==> config.mk <==
export PLATFORM = sky130hd
export DESIGN_NAME = glitch_cmd_encoder
export DESIGN_NICKNAME = d
export VERILOG_FILES = /design/src/rtl/glitch_cmd_encoder.sv
export SDC_FILE = /design/constraint.sdc
export NUM_CORES = 1
export LEC_CHECK = 0
export CORE_MARGIN = 2
export CORE_UTILIZATION = 35
export DETAILED_ROUTE_END_ITERATION = 12
export SKIP_LAST_GASP = 1
export SYNTH_ARGS = -nofsm -noshare
export SYNTH_HDL_FRONTEND = slang
export SYNTH_SLANG_ARGS = --single-unit
==> constraint.sdc <==
create_clock -name clk -period 5.06 [get_ports clk]
set_clock_uncertainty 0.1 [all_clocks]
set_input_delay 0.759 -clock clk [delete_from_list [all_inputs] [get_ports clk]]
set_output_delay 0.759 -clock clk [all_outputs]
set_load 0.01 [all_outputs]
==> src/rtl/glitch_cmd_encoder.sv <==
// Serialises a captured glitch command into a 10-byte UART frame (header, fields, XOR checksum).
// Optional acknowledge/timeout wait after the last byte is enabled by defining GLITCH_CMD_ACK_EN.
module glitch_cmd_encoder #(
    parameter logic [7:0]  HEADER      = 8'hA5,
    parameter logic [7:0]  ACK_BYTE    = 8'hAC,
    parameter int unsigned ACK_TIMEOUT = 12000000
) (
    input  logic        clk,
    input  logic        rst,
    input  logic        cmd_valid,
    output logic        cmd_ready,
    input  logic [7:0]  cmd_opcode,
    input  logic [31:0] cmd_delay,
    input  logic [15:0] cmd_width,
    input  logic [7:0]  cmd_count,
    output logic        tx_start,
    output logic [7:0]  tx_data,
    input  logic        tx_busy,
    input  logic        tx_done,
    input  logic        rx_done,
    input  logic [7:0]  rx_data,
    output logic        busy,
    output logic        done,
    output logic        ack_ok,
    output logic        timeout_err
);

`ifdef GLITCH_CMD_ACK_EN
    typedef enum logic [2:0] {IDLE, LOAD, SEND, WAIT_DONE, ACK_WAIT, FINISH} state_t;
    logic [31:0] ack_cnt_q;
`else
    typedef enum logic [2:0] {IDLE, LOAD, SEND, WAIT_DONE, FINISH} state_t;
    logic unused_ok;
    assign unused_ok = &{1'b0, rx_done, rx_data, ACK_BYTE, ACK_TIMEOUT[0]};
`endif

    state_t      state_q;
    logic [7:0]  opcode_q;
    logic [31:0] delay_q;
    logic [15:0] width_q;
    logic [7:0]  count_q;
    logic [3:0]  idx_q;
    logic        tx_start_q;
    logic [7:0]  tx_data_q;
    logic        busy_q;
    logic        done_q;
    logic        cmd_ready_q;
    logic        ack_ok_q;
    logic        timeout_err_q;
    logic [7:0]  checksum;
    logic [7:0]  tx_byte_d;

    assign checksum = opcode_q ^ delay_q[31:24] ^ delay_q[23:16] ^ delay_q[15:8]
                    ^ delay_q[7:0] ^ width_q[15:8] ^ width_q[7:0] ^ count_q;

    always_comb begin
        tx_byte_d = 8'h00;
        case (idx_q)
            4'd0:    tx_byte_d = HEADER;
            4'd1:    tx_byte_d = opcode_q;
            4'd2:    tx_byte_d = delay_q[31:24];
            4'd3:    tx_byte_d = delay_q[23:16];
            4'd4:    tx_byte_d = delay_q[15:8];
            4'd5:    tx_byte_d = delay_q[7:0];
            4'd6:    tx_byte_d = width_q[15:8];
            4'd7:    tx_byte_d = width_q[7:0];
            4'd8:    tx_byte_d = count_q;
            4'd9:    tx_byte_d = checksum;
            default: tx_byte_d = 8'h00;
        endcase
    end

    always_ff @(posedge clk) begin
        if (rst) begin
            state_q       <= IDLE;
            opcode_q      <= 8'h00;
            delay_q       <= 32'h0;
            width_q       <= 16'h0;
            count_q       <= 8'h00;
            idx_q         <= 4'd0;
            tx_start_q    <= 1'b0;
            tx_data_q     <= 8'h00;
            busy_q        <= 1'b0;
            done_q        <= 1'b0;
            cmd_ready_q   <= 1'b1;
            ack_ok_q      <= 1'b0;
            timeout_err_q <= 1'b0;
`ifdef GLITCH_CMD_ACK_EN
            ack_cnt_q     <= 32'd0;
`endif
        end else begin
            tx_start_q <= 1'b0;
            done_q     <= 1'b0;
            case (state_q)
                IDLE: begin
                    if (cmd_valid && cmd_ready_q) begin
                        opcode_q      <= cmd_opcode;
                        delay_q       <= cmd_delay;
                        width_q       <= cmd_width;
                        count_q       <= cmd_count;
                        ack_ok_q      <= 1'b0;
                        timeout_err_q <= 1'b0;
                        busy_q        <= 1'b1;
                        cmd_ready_q   <= 1'b0;
                        idx_q         <= 4'd0;
                        state_q       <= LOAD;
                    end
                end
                LOAD: begin
                    idx_q   <= 4'd0;
                    state_q <= SEND;
                end
                SEND: begin
                    if (!tx_busy) begin
                        tx_start_q <= 1'b1;
                        tx_data_q  <= tx_byte_d;
                        state_q    <= WAIT_DONE;
                    end
                end
                WAIT_DONE: begin
                    // A done coincident with our own start strobe cannot belong to this byte.
                    if (tx_done && !tx_start_q) begin
                        if (idx_q == 4'd9) begin
`ifdef GLITCH_CMD_ACK_EN
                            ack_cnt_q <= 32'd0;
                            state_q   <= ACK_WAIT;
`else
                            done_q    <= 1'b1;
                            state_q   <= FINISH;
`endif
                        end else begin
                            idx_q   <= idx_q + 4'd1;
                            state_q <= SEND;
                        end
                    end
                end
`ifdef GLITCH_CMD_ACK_EN
                ACK_WAIT: begin
                    if (rx_done && (rx_data == ACK_BYTE)) begin
                        ack_ok_q <= 1'b1;
                        done_q   <= 1'b1;
                        state_q  <= FINISH;
                    end else if (ack_cnt_q == ACK_TIMEOUT - 1) begin
                        timeout_err_q <= 1'b1;
                        done_q        <= 1'b1;
                        state_q       <= FINISH;
                    end else begin
                        ack_cnt_q <= ack_cnt_q + 32'd1;
                    end
                end
`endif
                FINISH: begin
                    busy_q      <= 1'b0;
                    cmd_ready_q <= 1'b1;
                    state_q     <= IDLE;
                end
                default: begin
                    busy_q      <= 1'b0;
                    cmd_ready_q <= 1'b1;
                    state_q     <= IDLE;
                end
            endcase
        end
    end

    assign cmd_ready   = cmd_ready_q;
    assign tx_start    = tx_start_q;
    assign tx_data     = tx_data_q;
    assign busy        = busy_q;
    assign done        = done_q;
    assign ack_ok      = ack_ok_q;
    assign timeout_err = timeout_err_q;

endmodule

Word level (Yosys, flattened, before mapping) --
Cells that the tools add are included.
Operators by class: bitwise gates (word level) 12, add/sub/neg operators 1, equality and inequality tests 16, reductions and logical operators 14, multiplexer cells 16
Operators with widths (count):
- case mux 8 bit (10 select lines) | 1
- XOR 8 bit | 7
- equality test 4 x 3 -> 1 bit (second input constant) | 4
- two-way mux 3 bit | 4
- two-way mux 4 bit | 3
- case mux 3 bit (4 select lines) | 1
- case mux 4 bit (3 select lines) | 1
- equality test 4 x 2 -> 1 bit (second input constant) | 2
- equality test 4 bit (second input constant) | 2
- != test 2 bit (second input constant) | 4
- equality test 3 x 2 -> 1 bit (second input constant) | 2
- AND reduction 2 bit | 3
- OR reduction 3 bit | 2
- inverter 1 bit | 5
- adder 4 x 1 -> 4 bit (second input constant) | 1
- equality test 4 x 1 -> 1 bit (second input constant) | 1
- logical NOT 4 bit | 1
- two-way mux 1 bit | 4
- case mux 1 bit (2 select lines) | 2
- AND reduction 4 bit | 1
- equality test 3 x 1 -> 1 bit (second input constant) | 1
- logical NOT 3 bit | 1
- AND reduction 3 bit | 1
- nonzero test 3 bit | 1
- other kinds (3) | 4
Word-level totals: logic and storage cells 70, input port bits 78, output and inout bits 14, register bits 83

Logic depth before layout (Yosys ltp) --
depth in word-level cells 8, gate-level depth with buffers 8, depth with buffers taken out 6

Worst setup path before layout --
No wires, ideal clock.
path kind input port to flip-flop, start point input port tx_busy, end point register tx_data_q[5], in the netlist tx_data[5], setup slack 2868 ps, setup time 92 ps, path buffers 2, data required time 4868 ps, data arrival time 2000 ps, stages 6, cells stage by stage or4b_4 buf_6 a211oi_4 buf_6 o21ai_0 o32ai_1
On the way: cells in the longest elaborated chain, start to end 2
RTL lines:
- start: declaration | RTL line 18 | input logic tx_busy,
- inverter 1 bit (no source line)
- AND reduction 2 bit (no source line)
- end signal: assignment | RTL line 116 | tx_data_q <= tx_byte_d;
- end: declaration | RTL line 44 | logic [7:0] tx_data_q;
Every way passes these cells. A chain may end at the register's enable or synchronous reset.

Worst setup path in the final report --
start point input port cmd_valid, end point register count_q[7]
On the way: cells in the longest elaborated chain, start to end 2
RTL lines:
- start: declaration | RTL line 10 | input logic cmd_valid,
- logical AND 1 bit | RTL line 96 | if (cmd_valid && cmd_ready_q) begin
- AND reduction 2 bit (no source line)
- end signal: assignment | RTL line 100 | count_q <= cmd_count;
- end: declaration | RTL line 41 | logic [7:0] count_q;
Every way passes these cells.

==> metrics.txt <==
multiplexer area fraction after synthesis=1.45%; H-tree Lvls=3; # DRC=0; RSZ-0062 raised after global routing=no; Leakage=1.74 nW; Final Non-Filler Cells=740; Final #Nets=670; FF-to-FF path depth=6; Fin. Hold Viols=0; CP Class=input pin to register; Clock Path Buffers=2; EDFF count, synth=0; Starting DRT DRC Count=209; clock slew at reported path FFs=0.06 ns; Synth cell types=56; initial antenna violation count=0; Yosys reg bits=between 80 and 90; Root Driver=clkbuf_16; most common cell after layout, fill and taps aside=nand2_1; Ys Warns=0; area delta synth->final=27.1%; final setup vio count=0; IO Port Bufs=80; Setup Buffers After CTS=0; total wire length=11800 µm; GP Congestion=0.911; # rows=40; Hold Path Origin=delay_q[23]; Hold Path End=delay_q[23]; vias post-DR=roughly 3900; Final Slew Violations=0; Synth Area in Compound Gates=21.4%; main combinational cell family by area after synthesis=compound AO/OA/AOI/OAI gates; Adder-Cell Fraction of Synth Area=under 10%; Filler cells=about 1200; Sink Count=83; post-DP HPWL=8570 µm; Max FO, Critical Path=64; Multi-input gate area=roughly 2400 µm²; Slew HR=between 10 and 15%; first drt pass iteration count=5; crit path launch=cmd_valid; Die Ht=114 µm; Cell Pwr Density=326 nW/µm²; Clk Latency, worst-skew pair=0.33 ns; asr flop ratio synth=0%; setup_tns=0 ns; most used flip-flop cell after synthesis=dfxtp_1; final antenna-violating net count=0; synthesized area=4230 µm²; CTS Buf Count=9; drt via density=roughly 5.3; R2R Path End=tx_data[3]; element type at the critical path start=input pin; Worst Path Required=5.15 ns; io pins=92; Critical Path AT=2.87 ns; WHS Path Cells=2; Total GRT Usage=18.6%; simple-gate share of the synthesized area=20.1%; placed instance count=724; Syn Area/Cell=7.94 µm²; vias in the first global route=3654; FF-to-FF setup slack=2.48 ns; min-delay worst type=register to register; transition time of the tightest slew-check pin=1.31 ns; largest net degree at the start of global routing=65; period utilization=54.9%; commonest cells after routing, fill and taps aside=nand2_1 (137), dfxtp_1 (83), clkdlybuf4s50_1 (79); post-synthesis sequential area ratio=39.3%; # diodes=0; Die Wd=114 µm; XOR/XNOR Fraction of Synth Area=11.6%; run status=completed; Starting Density=about 36%; Die ar.=13000 µm²; R2R Path Start=idx_q[0]; fraction of final layout cells sized beyond drive strength 1=about 6.4%; PostCTS Resize Cnt=0; core area=11900 µm²; Worst Setup End Kind=register; DR WL/cell=16.0 µm; Remaining Overflow, GRT=0; first-pass GRT wire length=around 19000 µm; CTS tree=yes; sequential standard cell area=1660 µm²; hold buffers post-CTS=0; Final Critical Period=2.78 ns; cell count after synthesis=533; Peak VDD IR=0.220 mV; max_cap viols=0; fmax=about 360 MHz
## worst max-delay path, stage by stage
cell,delay (ns)
clkdlybuf4s50_1,0.53
nand2_1,0.13
or4_2,1.08
nand2_1,0.23
a21oi_1,0.08
## worst max-delay path by stage
stage                             end  slack (ns)  depth (start not counted)
after floorplan            tx_data[5]        2.87                          6
after global placement    delay_q[25]        1.98                          5
after detailed placement   count_q[7]        1.94                          5
after CTS                  count_q[7]        2.29                          5
after global routing      delay_q[12]        2.09                          5
final                      count_q[7]        2.28                          5
## registers in the layout (all words and copies together), names as in the netlist
name / count
done: 1
state_q: 3
width_q: 16
busy: 1
tx_data: 8
tx_start: 1
idx_q: 4
count_q: 8
cmd_ready: 1
opcode_q: 8
delay_q: 32
## synth_stat cells, drive strengths merged (2+ instances only)
master | instances | area (µm²)
nand2 | 137 | 514
dfxtp | 83 | 1660
a21oi | 76 | 380
xnor2 | 54 | 473
clkbuf | 29 | 109
o21ai | 21 | 109
a22oi | 13 | 97.6
buf | 12 | 81.3
nor2 | 10 | 37.5
a211oi | 8 | 72.6
and2 | 7 | 52.6
nor3 | 6 | 30.0
o22ai | 6 | 37.5
a221oi | 5 | 43.8
inv | 5 | 18.8
mux2i | 5 | 50.1
nor2b | 5 | 31.3
ha | 4 | 50.1
nand3 | 4 | 20.0
nor4 | 4 | 31.3
a22o | 3 | 26.3
nand3b | 3 | 22.5
a21boi | 2 | 15.0
a311oi | 2 | 17.5
and3b | 2 | 18.8
nand2b | 2 | 12.5
nand4b | 2 | 17.5
o32ai | 2 | 17.5
or4b | 2 | 23.8
xor2 | 2 | 17.5
## through the flow
stage / setup slack, ns / hold slack, ns / power, mW / utilization [%] / instance area (µm²)
final: 2.28 / 0.381 / 1.75 / 45.2 / 5380
after global routing: 2.09 / 0.407 / 1.83 / 45.2 / 5380
after CTS: 2.29 / 0.384 / 1.76 / 45.2 / 5380
after detailed placement: 1.94 / 0.377 / 1.08 / 42.5 / 5060
after global placement: 1.98 / 0.374 / 1.07 / 42.5 / 5060
after floorplan: 2.87 / 0.359 / 0.967 / - / 4240
## per-layer routing
| metal | up-vias | track usage, % | share of wire (%) |
|---|---|---|---|
| met5 | - | 0 | 0 |
| met4 | 0 | 6.67 | 1.8 |
| met3 | 16 | 3.29 | 6.1 |
| met2 | 116 | 28.7 | 45 |
| met1 | 1825 | 26.2 | 47 |
| li1 | 1931 | - | - |
## cells by family (layout without fill, tap and decap cells)
family	after synthesis	in the layout
and+or+nand+nor	189	189
AOI/OAI and AO/OA	148	148
DFF	83	83
xor gates and xnor gates	56	56
buffers and inverters	46	105
muxes	6	6
adders and majority gates	4	4
other	1	2
## power breakdown
group          total (mW)  leakage [nW]  internal, mW  switching, mW
combinational       0.316         0.917         0.168          0.149
clock               0.686         0.148         0.423          0.263
sequential          0.749         0.678         0.698         0.0512
## final cells by class
| type | count | share of cell area (%) |
|---|---|---|
| clock buffer | 13 | 5.02 |
| clock inverter | 3 | 0.837 |
| inverter | 5 | 0.349 |
| multi-input combinational | 405 | 44.1 |
| sequential | 83 | 30.9 |
| tap | 147 | 3.42 |
| timing repair buffer | 84 | 15.3 |
Note: power is estimated with default switching activity, not from simulation.
